--- src/rtl/regfile_pkg.sv ---
// Shared types and helpers for the register bank: sweep FSM states and address-width derivation.
package regfile_pkg;

  typedef enum logic [1:0] {
    IDLE,
    SWEEP,
    DONE
  } sweep_state_e;

  localparam int unsigned REGFILE_DATA_W = 32;

  function automatic int unsigned regfile_addr_w(input int unsigned num_regs);
    return (num_regs <= 2) ? 1 : $clog2(num_regs);
  endfunction

endpackage

--- src/rtl/regfile_sweep_fsm.sv ---
// Init-sweep sequencer: on request, steps a write pointer across every register, then pulses done.
module regfile_sweep_fsm
  import regfile_pkg::*;
#(
  parameter int unsigned NUM_REGS = 16,
  parameter int unsigned ADDR_W   = regfile_addr_w(NUM_REGS)
) (
  input  logic              clk,
  input  logic              rst,
  input  logic              init_req,
  output logic              sweep_we,
  output logic [ADDR_W-1:0] sweep_addr,
  output logic              init_busy,
  output logic              init_done
);

  localparam logic [ADDR_W-1:0] LAST_IDX = ADDR_W'(NUM_REGS - 1);

  sweep_state_e      state_q, state_d;
  logic [ADDR_W-1:0] cnt_q, cnt_d;

  always_ff @(posedge clk or posedge rst) begin
    if (rst) begin
      state_q <= IDLE;
      cnt_q   <= '0;
    end else begin
      state_q <= state_d;
      cnt_q   <= cnt_d;
    end
  end

  always_comb begin
    state_d   = state_q;
    cnt_d     = cnt_q;
    sweep_we  = 1'b0;
    init_done = 1'b0;
    unique case (state_q)
      IDLE: begin
        if (init_req) begin
          state_d = SWEEP;
          cnt_d   = '0;
        end
      end
      SWEEP: begin
        sweep_we = 1'b1;
        if (cnt_q == LAST_IDX) begin
          state_d = DONE;
          cnt_d   = '0;
        end else begin
          cnt_d = cnt_q + ADDR_W'(1);
        end
      end
      DONE: begin
        init_done = 1'b1;
        state_d   = IDLE;
      end
      default: state_d = IDLE;
    endcase
  end

  assign sweep_addr = cnt_q;
  assign init_busy  = (state_q != IDLE);

endmodule

--- src/rtl/reg_file_bank.sv ---
// Register bank: one write port, two registered read ports with write bypass, hardware init sweep.
// Optional REGFILE_R0_ZERO_EN hardwires register 0 to zero.
module reg_file_bank
  import regfile_pkg::*;
#(
  parameter int unsigned       DATA_W   = REGFILE_DATA_W,
  parameter int unsigned       NUM_REGS = 16,
  parameter int unsigned       ADDR_W   = regfile_addr_w(NUM_REGS),
  parameter logic [DATA_W-1:0] INIT_VAL = '0
) (
  input  logic              clk,
  input  logic              clr,
  input  logic              wr_en,
  input  logic [ADDR_W-1:0] wr_addr,
  input  logic [DATA_W-1:0] wr_data,
  output logic              wr_err,
  input  logic [ADDR_W-1:0] rd_addr_a,
  output logic [DATA_W-1:0] rd_data_a,
  input  logic [ADDR_W-1:0] rd_addr_b,
  output logic [DATA_W-1:0] rd_data_b,
  input  logic              init_req,
  output logic              init_busy,
  output logic              init_done
);

`ifdef REGFILE_R0_ZERO_EN
  localparam bit R0_ZERO = 1'b1;
`else
  localparam bit R0_ZERO = 1'b0;
`endif

  localparam logic [ADDR_W:0] REG_COUNT = (ADDR_W + 1)'(NUM_REGS);

  logic [DATA_W-1:0] regs_q [NUM_REGS];
  logic [DATA_W-1:0] regs_d [NUM_REGS];
  logic [DATA_W-1:0] rd_data_a_q, rd_data_a_d;
  logic [DATA_W-1:0] rd_data_b_q, rd_data_b_d;
  logic              wr_err_q, wr_err_d;

  logic              sweep_we;
  logic [ADDR_W-1:0] sweep_addr;
  logic              wr_addr_ok, rd_a_ok, rd_b_ok;
  logic              commit_we;
  logic [ADDR_W-1:0] commit_addr;
  logic [DATA_W-1:0] commit_data;

  regfile_sweep_fsm #(
    .NUM_REGS (NUM_REGS),
    .ADDR_W   (ADDR_W)
  ) u_sweep (
    .clk        (clk),
    .rst        (clr),
    .init_req   (init_req),
    .sweep_we   (sweep_we),
    .sweep_addr (sweep_addr),
    .init_busy  (init_busy),
    .init_done  (init_done)
  );

  assign wr_addr_ok = ({1'b0, wr_addr} < REG_COUNT);
  assign rd_a_ok    = ({1'b0, rd_addr_a} < REG_COUNT) && !(R0_ZERO && rd_addr_a == '0);
  assign rd_b_ok    = ({1'b0, rd_addr_b} < REG_COUNT) && !(R0_ZERO && rd_addr_b == '0);

  // Sweep owns the write port; user writes only land while idle.
  always_comb begin
    commit_we   = 1'b0;
    commit_addr = wr_addr;
    commit_data = wr_data;
    if (sweep_we) begin
      commit_we   = 1'b1;
      commit_addr = sweep_addr;
      commit_data = INIT_VAL;
    end else if (wr_en && !init_busy && wr_addr_ok) begin
      commit_we = 1'b1;
    end
    if (R0_ZERO && commit_addr == '0) begin
      commit_we = 1'b0;
    end
  end

  always_comb begin
    regs_d = regs_q;
    if (commit_we) begin
      regs_d[commit_addr] = commit_data;
    end

    rd_data_a_d = '0;
    if (commit_we && commit_addr == rd_addr_a) begin
      rd_data_a_d = commit_data;
    end else if (rd_a_ok) begin
      rd_data_a_d = regs_q[rd_addr_a];
    end

    rd_data_b_d = '0;
    if (commit_we && commit_addr == rd_addr_b) begin
      rd_data_b_d = commit_data;
    end else if (rd_b_ok) begin
      rd_data_b_d = regs_q[rd_addr_b];
    end

    wr_err_d = wr_en && (init_busy || !wr_addr_ok);
  end

  always_ff @(posedge clk or posedge clr) begin
    if (clr) begin
      regs_q      <= '{default: '0};
      rd_data_a_q <= '0;
      rd_data_b_q <= '0;
      wr_err_q    <= 1'b0;
    end else begin
      regs_q      <= regs_d;
      rd_data_a_q <= rd_data_a_d;
      rd_data_b_q <= rd_data_b_d;
      wr_err_q    <= wr_err_d;
    end
  end

  assign rd_data_a = rd_data_a_q;
  assign rd_data_b = rd_data_b_q;
  assign wr_err    = wr_err_q;

endmodule

--- config.mk ---
export PLATFORM = sky130hd
export DESIGN_NAME = reg_file_bank
export DESIGN_NICKNAME = d
export VERILOG_FILES = /design/src/rtl/regfile_pkg.sv /design/src/rtl/regfile_sweep_fsm.sv /design/src/rtl/reg_file_bank.sv
export SDC_FILE = /design/constraint.sdc
export NUM_CORES = 1
export LEC_CHECK = 0
export ABC_CLOCK_PERIOD_IN_PS = 22800
export CAP_MARGIN = 20
export CELL_PAD_IN_SITES_DETAIL_PLACEMENT = 1
export CELL_PAD_IN_SITES_GLOBAL_PLACEMENT = 2
export CORE_ASPECT_RATIO = 0.6
export CORE_MARGIN = 3
export CORE_UTILIZATION = 38
export DETAILED_ROUTE_END_ITERATION = 8
export PLACE_DENSITY_LB_ADDON = 0.1
export SYNTH_ARGS = -nofsm -noshare
export SYNTH_HDL_FRONTEND = slang
export SYNTH_SLANG_ARGS = --single-unit
export TNS_END_PERCENT = 5
--- constraint.sdc ---
create_clock -name clk -period 22.8 [get_ports clk]
set_clock_uncertainty 0.15 [all_clocks]
set_input_delay 6.84 -clock clk [delete_from_list [all_inputs] [get_ports clk]]
set_output_delay 6.84 -clock clk [all_outputs]
set_load 0.01 [all_outputs]
-- Yosys cells after proc, flatten, opt, wreduce, memory -nomap -nowiden
Index checks and enable logic that the tools add are counted.
Widths: inputs -> output; s select.
- $add $sub $neg: 1
- reduce and logical (&&, ||, !) cells: 11
- bitwise gates (word level): 3
- shift operators: 0
- order comparisons: 4
- div/mod/pow operators: 0
- eq/ne operators: 7
- multiplexer cells: 23
- $mul: 0
- operators with widths (cell ; number):
    $bwmux 512 ; 1
    $bmux 32 s4 ; 2
    $mux 32 ; 8
    $demux 32 s4 ; 1
    $ge 5x5->1 const B ; 3
    $not 4->5 ; 3
    $mux 4 ; 3
    $eq 4x4->1 ; 2
    $pmux 4 s2 ; 1
    $logic_and 1x1->1 ; 5
    $lt 5x1->1 const B ; 1
    $add 4x1->4 const B ; 1
    $eq 4x4->1 const B ; 1
    $mux 1 ; 4
    $mux 2 ; 2
    $pmux 2 s2 ; 1
    $reduce_and 2->1 ; 2
    $reduce_bool 2->1 ; 2
    $eq 2x1->1 const B ; 1
    $eq 2x2->1 const B ; 1
    $logic_not 2->1 ; 1
    $ne 2x1->1 const B ; 1
    $ne 2x2->1 const B ; 1
    $logic_not 1->1 ; 1
- word-level logic and storage cells: 70
- ROM bits: 0
- input bits: 48
- output and inout bits: 67
- memory bits (writable): 0
- register bits: 583
- memories kept: 0
- bits in latches: 0

-- Longest topological paths before layout
Gate-level depths: netlist of the first run.
- depth after elaboration: 9
- mapped depth: 8

-- Modules after synthesis
From an unflattened synthesis of the first run, not the netlist that was laid out.
- cell total of the unflattened synthesis: 2420
- area, all modules: 28631.2 um2
- modules (own cells, without submodules) (module ; seq. area each (um2) ; area an instance (um2) ; cells an instance ; instances):
    reg_file_bank ; 14438.8 ; 28340.9 ; 2393 ; 1
    regfile_sweep_fsm ; 150.1 ; 290.3 ; 27 ; 1

-- Worst setup path after synthesis of the first run
Ideal clock, no wire load.
- kind: input-to-reg
- start point: input port rd_addr_a[0]
- end point: register rd_data_a_q[10], in the netlist rd_data_a[10]
- library setup time: 0.125 ns
- buffers on the path: 1
- setup slack: 14.122 ns
- data arrival time: 8.403 ns
- stages on the path: 5
- path through: buf_1 > mux4_2 > a22oi_1 > nand2_1 > mux2_4
- word-level cells in the longest chain between the ends: 5
- elaborated cells between the ends (all ways): 7
- those cells by class: eq/ne (1); mux (4); bitwise (1); reduce/logical (1)
- ends and longest elaborated chain (what ; line ; RTL):
    start: declaration ; reg_file_bank.sv:17 ; input logic [ADDR_W-1:0] rd_addr_a,
    $not 4->5 (implied by the code) ; reg_file_bank.sv:91 ; rd_data_a_d = regs_q[rd_addr_a];
    $bmux 32 s4 ; reg_file_bank.sv:91 ;
    $mux 32 (implied by the code) (2 in a row) ; reg_file_bank.sv:91 ;
    $mux 32 * ; reg_file_bank.sv:88 ; if (commit_we && commit_addr == rd_addr_a) begin
    net rd_data_a_d[10] ; reg_file_bank.sv:36 ; logic [DATA_W-1:0] rd_data_a_q, rd_data_a_d;
    end signal: assignment ; reg_file_bank.sv:112 ; rd_data_a_q <= rd_data_a_d;
    end: declaration ; reg_file_bank.sv:36 ;
The timed path passes the listed nets; every way through them passes the cells marked *. The select of a mux whose other input is x is not followed.
A chain may end at the register's enable or synchronous reset.

-- Worst setup path in the final report of the first run
- start point: input port wr_addr[0]
- end point: register rd_data_a_q[29], in the netlist rd_data_a[29]
- word-level cells in the longest chain between the ends: 4
- ends and longest elaborated chain (what ; line ; RTL):
    start: declaration ; reg_file_bank.sv:14 ; input logic [ADDR_W-1:0] wr_addr,
    $mux 4 ; reg_file_bank.sv:69 ; if (sweep_we) begin
    $eq 4x4->1 ; reg_file_bank.sv:88 ;
    $logic_and 1x1->1 ; reg_file_bank.sv:88 ;
    $mux 32 ; reg_file_bank.sv:88 ;
    net rd_data_a_d[29] ; reg_file_bank.sv:36 ;
The timed path passes the listed nets, and every way through them passes these cells.

==> results of run 1 <==
-- flip-flops by register name, indices dropped and copies added (netlist names) --
| register | flops |
|---|---|
| rd_data_a | 32 |
| regs_q | 512 |
| rd_data_b | 32 |
| u_sweep.sweep_addr | 4 |
| u_sweep.state_q | 2 |
| wr_err | 1 |
-- metal layers --
layer  global-route usage  wire (µm)  part of all wire
met1               0.3805      47780              0.48
met2               0.3821      42960              0.43
met3              0.04934       6105             0.062
met4              0.05576       2016             0.020
met5                    0          0                 0
-- worst register-to-register path, cell delays in order, from the launching register on --
cell,delay (ps)
dfrtp_1,680
nor2b_1,600
mux2i_1,610
xor2_1,520
nand4_4,720
buf_4,640
mux2_4,390
-- path summary, 6_finish.rpt --
kind	start	end	slack, ps	depth (start not counted)
worst max-delay path	wr_addr[0]	rd_data_a[29]	13070	6
max in group asynchronous	clr	regs_q[11]	13750	4
min in group asynchronous	clr	regs_q[410]	6510	2
worst max register to register	u_sweep.state_q[0]	rd_data_a[29]	18360	6
worst min-delay path	regs_q[173]	regs_q[173]	350	2
worst min register to register	regs_q[173]	regs_q[173]	350	2
-- layout by cell type, fill, tap and decap left out, drive strengths merged, types with 6 or more instances in the layout --
cell,netlist,layout
and2,34,34
o21ai,483,483
nand2,577,577
a22o,6,6
o211ai,7,7
nand3,10,10
mux2,95,95
nor2,12,12
mux4,256,256
mux2i,7,7
clkdlybuf4s50,0,110
dfrtp,583,583
clkbuf,175,85
a22oi,124,124
nor2b,7,7
buf,58,47
clkinv,0,16
-- cell type report --
class	count	area share
Sequential cell	583	0.4443
Multi-Input combinational cell	1650	0.4129
Clock buffer	85	0.05384
Timing Repair Buffer	157	0.04610
Tap cell	987	0.03761
Clock inverter	18	0.004610
Inverter	5	0.0006858
-- cells by family after synthesis --
group,share of synthesized area
buffers and inverters,0.03426
adder cells (fa/ha/maj),0.0004314
flip-flops,0.5031
AND/OR/NAND/NOR,0.09100
XOR/XNOR,0.002330
AO/OA/AOI/OAI,0.1231
multiplexers,0.2458
-- per-stage QoR --
step                power, W  instance area (µm²)  hold WS [ps]  setup WS (ps)
finish              0.004177                32840         350.8          13070
detailed placement  0.003205                30910         337.9          12450
global placement    0.003117                30910         323.2          12500
floorplan           0.002652                29000         310.9           7865
global route        0.004454                32840         377.9          13040
CTS                 0.004211                32830         352.5          13140
-- power groups by stage --
stage               Sequential [W]  Combinational (W)  Clock [W]
floorplan                  0.00170           0.000956          0
global placement           0.00175            0.00136          0
detailed placement         0.00179            0.00142          0
CTS                        0.00177            0.00142    0.00102
global route               0.00184            0.00156    0.00106
finish                     0.00178            0.00141   0.000989
==> flow_metrics.py, run 1 <==
metrics = {
    "clock_network": {
        "ctsHoldBuffers": 0,
        "htree_levels": 2,
        "clk_pin_slew_worst_paths_ps": 60,
        "clock_sinks": 583,
        "cts_root_buffer": "clkbuf_16",
        "numCtsBuffers": 60,
        "cts_setup_buffers": 0,
        "insertion_delay_ps": 670,
        "tritoncts": "done",
        "clockBufferDepth": 3,
        "cts_resized": 0,
    },
    "cells_and_area": {
        "fin_util": 0.4404,
        "multi_input_area_um2": 13560,
        "seq_area_um2": 14590,
        "stdcell_count": 3485,
        "final_nets": 2506,
        "drive_above_1_share": 0.2018,
        "fill_cells": 7806,
        "syn2layout_area_growth_pct": 13.24,
        "diodes": 0,
    },
    "run_status": {
        "status": "finished clean",
    },
    "global_route": {
        "grt_start_max_net_pins": 166,
        "grt_pass1_wl_mm": 149.5,
        "grt_pass1_vias": 22010,
        "track_usage": 0.2538,
        "gr-total-overflow": 0,
        "antenna_found_initial": 1,
    },
    "power_and_ir_drop": {
        "p_leak_nw": 14.24,
        "powerDensity_nw_per_um2": 127.2,
        "clockPowerShare": 0.237,
        "p_switching_w": 0.001478,
        "p_sw_frac": 0.3540,
        "pwr-share-comb": 0.337,
        "ir_drop_mv": 0.06044,
        "power.internal_w": 0.002698,
        "sequentialPowerShare": 0.427,
    },
    "synth": {
        "synth_flop_cell": "dfrtp_1",
        "synth_area_um2": 29000,
        "synth-warning-count": 0,
        "synth_most_common_cell": "dfrtp_1",
        "synth_edf_count": 0,
        "synthTopCellsByCount": "dfrtp_1 (583), nand2_1 (577), o21ai_0 (468)",
        "post-synth-top-area-cell": "dfrtp_1",
        "synth_cell_type_count": 45,
        "seq_area_frac_synth": 0.5031,
        "syn-num-nets": 2520,
        "synthArstFlopShare": 1.000,
        "netlist_instances": 2471,
        "synth-seq-cells": 583,
        "synth.avg_cell_area_um2": 11.74,
        "synth_area_leaders": "dfrtp_1 (50%), mux4_2 (20%), o21ai_0 (8.1%)",
        "yosysTopAreaCellShare": 0.5031,
    },
    "setup_path": {
        "arrival_ps": 10100,
        "worst-path-max-fanout": 19,
        "critical_path_buf_inv_count": 2,
        "cpPeakStageDelay_ps": 720,
        "worst_setup_path_start_kind": "input pin",
        "cp-end-kind": "register",
        "crit_slowest_cell": "nand4_4",
        "crit_type": "input pin to register",
        "critical_path.top_delay_family": "buffers and inverters",
        "path_cells": "clkdlybuf4s50_1 > mux2i_1 > xor2_1 > nand4_4 > buf_4 > mux2_4",
        "worst_ep_required_time_ps": 23170,
    },
    "place": {
        "numPortBuffers": 114,
        "place.gp.congestion": 0.7537,
        "dp.cells": 3381,
        "dp_hpwl_mm": 55.47,
    },
    "sta": {
        "finalMaxSlewViolations": 0,
        "hold_violations": 0,
        "tightestPinTransition_ps": 1154,
        "setup_viol": 0,
        "max_freq_mhz": 102.7,
        "fin_tns_setup_ps": 0,
        "rsz0062_at_grt": "no",
        "slew_headroom": 0.2306,
        "fin_crit_ps": 9734,
        "period_share": 0.4269,
    },
    "floorplanning": {
        "fp.dieArea_um2": 79770,
        "initial_core_util": 0.3889,
        "num_rows": 77,
        "fp.dieH_um": 220.0,
        "die_w_um": 362.6,
        "core_um2": 74570,
        "io_pins": 115,
    },
    "drt": {
        "via_count": 20640,
        "vias_per_cell": 5.923,
        "routed_wirelength_mm": 98.86,
        "dr.first_iter.drc_count": 1852,
        "firstDrtPassIters": 5,
        "drc": 0,
        "detail-route-antenna-nets": 0,
        "wl_per_cell_um": 28.37,
    },
    "flow_run": {
        "max_cap_violations": 0,
    },
    "min_path": {
        "min_path_type": "register to register",
    },
}
(Power assumes the default switching activity.)
==> inputs of run 2 (changes only) <==
Settings changed: ABC_CLOCK_PERIOD_IN_PS 22800 to 8700.
Clock period 22.8 ns to 8.7 ns, I/O delays scaled along.
==> flow_metrics.py, run 2 (same netlist as run 1, synthesis figures left out) <==
metrics = {
    "run_status": {
        "status": "finished clean",
    },
    "flow_run": {
        "max_cap_violations": 0,
    },
    "clock_network": {
        "insertion_delay_ps": 640,
        "clk_pin_slew_worst_paths_ps": 60,
        "htree_levels": 2,
        "numCtsBuffers": 60,
        "ctsHoldBuffers": 0,
        "clockBufferDepth": 3,
        "tritoncts": "done",
        "cts_root_buffer": "clkbuf_16",
        "cts_resized": 0,
        "cts_setup_buffers": 0,
        "clock_sinks": 583,
    },
    "power_and_ir_drop": {
        "p_sw_frac": 0.3460,
        "p_switching_w": 0.003877,
        "ir_drop_mv": 0.1850,
        "pwr-share-comb": 0.326,
        "powerDensity_nw_per_um2": 338.2,
        "power.internal_w": 0.007328,
        "sequentialPowerShare": 0.416,
        "p_leak_nw": 14.38,
        "clockPowerShare": 0.257,
    },
    "cells_and_area": {
        "seq_area_um2": 14590,
        "syn2layout_area_growth_pct": 14.25,
        "largest_reg_flops": 512,
        "final_common_cell": "dfrtp_1",
        "top_register": "regs_q",
        "drive_above_1_share": 0.2065,
        "design_area_um2": 33130,
        "stdcell_count": 3496,
        "layout_common_cells": "dfrtp_1 (583), nand2_1 (577), o21ai_0 (468)",
        "final_nets": 2510,
        "diodes": 0,
        "fin_util": 0.4443,
        "multi_input_area_um2": 13560,
        "fill_cells": 7803,
    },
    "floorplanning": {
        "fp.dieH_um": 220.0,
        "io_pins": 115,
        "fp.dieArea_um2": 79770,
        "die_w_um": 362.6,
        "num_rows": 77,
        "core_um2": 74570,
        "initial_core_util": 0.3889,
    },
    "place": {
        "postPlaceCellArea_um2": 30960,
        "dp.cells": 3386,
        "place.gp.congestion": 0.7549,
        "numPortBuffers": 114,
        "dp_hpwl_mm": 54.03,
    },
    "global_route": {
        "grt_pass1_wl_mm": 146.7,
        "grt_pass1_vias": 21820,
        "grt_start_max_net_pins": 150,
        "gr-total-overflow": 0,
        "track_usage": 0.2476,
        "antenna_found_initial": 2,
    },
    "setup_path": {
        "crit_type": "input pin to register",
        "worst_setup_path_start_kind": "input pin",
        "worst-path-max-fanout": 33,
        "worst_ep_required_time_ps": 9030,
        "arrival_ps": 5440,
        "cp-end-kind": "register",
    },
    "sta": {
        "period_share": 0.5873,
        "slew_headroom": 0.2435,
        "hold_violations": 0,
        "fin_crit_ps": 5109,
        "finalMaxSlewViolations": 0,
        "tightestPinTransition_ps": 1135,
        "rsz0062_at_grt": "no",
        "max_freq_mhz": 195.7,
        "setup_viol": 0,
    },
    "drt": {
        "detail-route-antenna-nets": 0,
        "drc": 0,
        "via_count": 20460,
        "firstDrtPassIters": 7,
        "routed_wirelength_mm": 97.27,
        "vias_per_cell": 5.852,
        "dr.first_iter.drc_count": 1502,
        "wl_per_cell_um": 27.82,
    },
    "min_path": {
        "min_path_type": "register to register",
    },
}
## run 2: cell types whose count changed in the layout (fill, tap and decap cells not counted), sizes merged
cell / delta
clkinv: -3
clkinvlp: +1
inv: +1
buf: +4
bufinv: +8
## run 2: per-layer routing
layer  vias to the layer above  part of all wire  wire length (µm)  track usage
met2                       439              0.46             44480       0.3919
met5                         -                 0                 0            0
li1                       8953                 -                 -            -
met3                       131             0.042              4094      0.03119
met1                     10930              0.48             46810       0.3665
met4                         0             0.019              1884      0.05413
## run 2: worst max-delay path, cell delays in order
cell and delay, ps:
clkdlybuf4s50_1 580, nand2_1 80, mux2i_1 490, nand3_2 870, buf_4 580, nand2_1 120
o21ai_0 80
## run 2: path summary, 6_finish.rpt
check,start,endpoint,slack (ps),cells after the start
worst max-delay path,wr_addr[1],regs_q[141],3590,7
worst min-delay path,regs_q[129],regs_q[129],350,2
worst max register to register,u_sweep.state_q[1],regs_q[172],4830,7
worst min register to register,regs_q[129],regs_q[129],350,2
max in group asynchronous,clr,regs_q[202],4640,3
min in group asynchronous,clr,regs_q[58],2350,2
## run 2: power groups by stage
stage	sequential (W)	clock [W]	combinational, W
4_1_cts	0.00465	0.00295	0.00369
5_1_grt	0.00481	0.00306	0.00404
3_3_place_gp	0.00460	0	0.00355
3_5_place_dp	0.00469	0	0.00368
2_1_floorplan	0.00444	0	0.00250
6_report	0.00467	0.00288	0.00366
## run 2: cell type report
| cell class | instances | area share |
|---|---|---|
| inverters | 5 | 0.0006798 |
| multi-input cells | 1650 | 0.4092 |
| clock inverters | 25 | 0.01152 |
| clock buffers | 85 | 0.05393 |
| repair buffers | 161 | 0.04698 |
| flip-flops and latches | 583 | 0.4404 |
| well taps | 987 | 0.03728 |
## run 2: through the flow
stage               power (W)  hold WS (ps)  worst slack [ps]  setup TNS [ps]
global route          0.01191         374.0              3338               0
CTS                   0.01129         352.1              3645               0
finish                0.01121         349.0              3591               0
floorplan            0.006950         310.9             -2005        -1169170
global placement     0.008145         322.1              3058               0
detailed placement   0.008373         338.2              2971               0
==> inputs of run 3 (changes only) <==
Settings changed: ABC_CLOCK_PERIOD_IN_PS 8700 to 4100.
Clock period 8.7 ns to 4.1 ns, I/O delays scaled along.
==> flow_metrics.py, run 3 (same netlist as run 1, synthesis figures left out) <==
metrics = {
    "cells_and_area": {
        "fill_cells": 7745,
        "drive_above_1_share": 0.2155,
        "syn2layout_area_growth_pct": 16.18,
        "seq_area_um2": 14590,
        "top_register": "regs_q",
        "final_common_cell": "dfrtp_1",
        "final_nets": 2552,
        "layout_common_cells": "dfrtp_1 (583), nand2_1 (577), o21ai_0 (468)",
        "multi_input_area_um2": 13560,
        "largest_reg_flops": 512,
        "stdcell_count": 3534,
        "diodes": 0,
    },
    "floorplanning": {
        "num_rows": 77,
        "fp.dieArea_um2": 79770,
        "die_w_um": 362.6,
        "fp.dieH_um": 220.0,
        "initial_core_util": 0.3889,
        "core_um2": 74570,
        "io_pins": 115,
    },
    "setup_path": {
        "cp-end-kind": "primary output",
        "critical_path_buf_inv_count": 2,
        "crit_type": "register to primary output",
        "cpPeakStageDelay_ps": 660,
        "worst_ep_required_time_ps": 2720,
        "path_cells": "nor2_1 > inv_1 > clkdlybuf4s50_1",
        "worst-path-max-fanout": 15,
        "critical_path.top_delay_family": "flip-flops",
        "arrival_ps": 2060,
        "worst_setup_path_start_kind": "register",
        "crit_slowest_cell": "dfrtp_1",
        "ff2ff_setup_slack_ps": 1050,
    },
    "place": {
        "numPortBuffers": 114,
        "dp_hpwl_mm": 58.33,
        "post-place-ws_ps": 189.5,
        "dp.cells": 3430,
        "place.gp.congestion": 0.7521,
    },
    "sta": {
        "fin_ws_ps": 658.8,
        "max_freq_mhz": 290.6,
        "hold_violations": 0,
        "setup_viol": 0,
        "fin_crit_ps": 3441,
        "slew_headroom": 0.2790,
        "rsz0062_at_grt": "no",
        "tightestPinTransition_ps": 1082,
        "period_share": 0.8393,
        "finalMaxSlewViolations": 0,
    },
    "clock_network": {
        "clock_sinks": 583,
        "cts_resized": 0,
        "cts_root_buffer": "clkbuf_16",
        "tritoncts": "done",
        "ctsHoldBuffers": 0,
        "cts_setup_buffers": 0,
        "htree_levels": 2,
        "insertion_delay_ps": 640,
        "numCtsBuffers": 58,
        "clk_pin_slew_worst_paths_ps": 60,
        "clockBufferDepth": 3,
    },
    "flow_run": {
        "max_cap_violations": 0,
    },
    "power_and_ir_drop": {
        "p_leak_nw": 14.64,
        "powerDensity_nw_per_um2": 694.0,
        "ir_drop_mv": 0.3299,
    },
    "drt": {
        "dr.first_iter.drc_count": 1600,
        "detail-route-antenna-nets": 0,
        "drc": 0,
        "via_count": 20800,
        "routed_wirelength_mm": 98.50,
        "met1_length_mm": 48.48,
        "vias_per_cell": 5.884,
        "top_layer": "met4",
        "route.met2.wl_mm": 43.15,
        "firstDrtPassIters": 5,
        "wl_per_cell_um": 27.87,
        "wl_met3_mm": 5.338,
    },
    "run_status": {
        "status": "finished clean",
    },
    "global_route": {
        "antenna_found_initial": 1,
        "grt_pass1_wl_mm": 149.8,
        "track_usage": 0.2528,
        "gr-total-overflow": 0,
        "grt_pass1_vias": 22740,
        "grt_start_max_net_pins": 99,
    },
    "min_path": {
        "min_path_type": "register to register",
    },
}
-- run 3: cell types whose count changed in the layout (fill, tap and decap cells not counted), sizes merged --
cell / previous run / this run
clkbuf: 85 / 91
clkinv: 13 / 7
bufinv: 10 / 4
buf: 51 / 95
-- run 3: worst reg2reg max path, cell delays in order, from the launching register on --
cell and delay (ps):
dfrtp_1 660, nor2b_1 290, mux2i_1 360, xor2_1 260
nand4_4 480, buf_12 390, mux2_4 350
-- run 3: power by group --
part	switching [W]	internal [W]	leakage, nW
Combinational	0.00398	0.00393	6.04
Sequential	0.00178	0.00810	7.64
Clock	0.00239	0.00320	0.962
-- run 3: area by class of cell --
cell class,instances,area share
Multi-Input combinational cell,1650,0.4024
Clock buffer,91,0.05274
Clock inverter,13,0.005088
Timing Repair Buffer,205,0.06938
Inverter,5,0.0006685
Sequential cell,583,0.4330
Tap cell,987,0.03666
-- run 3: metal layers --
metal	track usage	vias to the layer above
li1	-	9041
met1	0.3843	11150
met2	0.3798	491
met3	0.04602	113
met4	0.04979	0
met5	0	-
-- run 3: path summary, 6_finish.rpt --
path / from / to / cells past startpoint
min reg2reg: regs_q[392] / regs_q[392] / 2
max: u_sweep.state_q[0] / init_busy / 3
max in group asynchronous: clr / regs_q[108] / 4
min in group asynchronous: clr / regs_q[410] / 2
min: regs_q[392] / regs_q[392] / 2
max reg2reg: u_sweep.state_q[0] / rd_data_b[20] / 6
-- run 3: per-stage QoR --
step	power (W)	hold slack (ps)	util	setup TNS, ps	area, µm²
2_1_floorplan	0.01475	310.9	-	-3046430	29000
5_1_grt	0.02494	375.5	0.4518	0	33690
3_5_place_dp	0.01789	337.7	0.4257	0	31740
6_report	0.02338	348.6	0.4518	0	33690
4_1_cts	0.02356	353.1	0.4518	0	33690
3_3_place_gp	0.01742	323.9	0.4257	0	31740
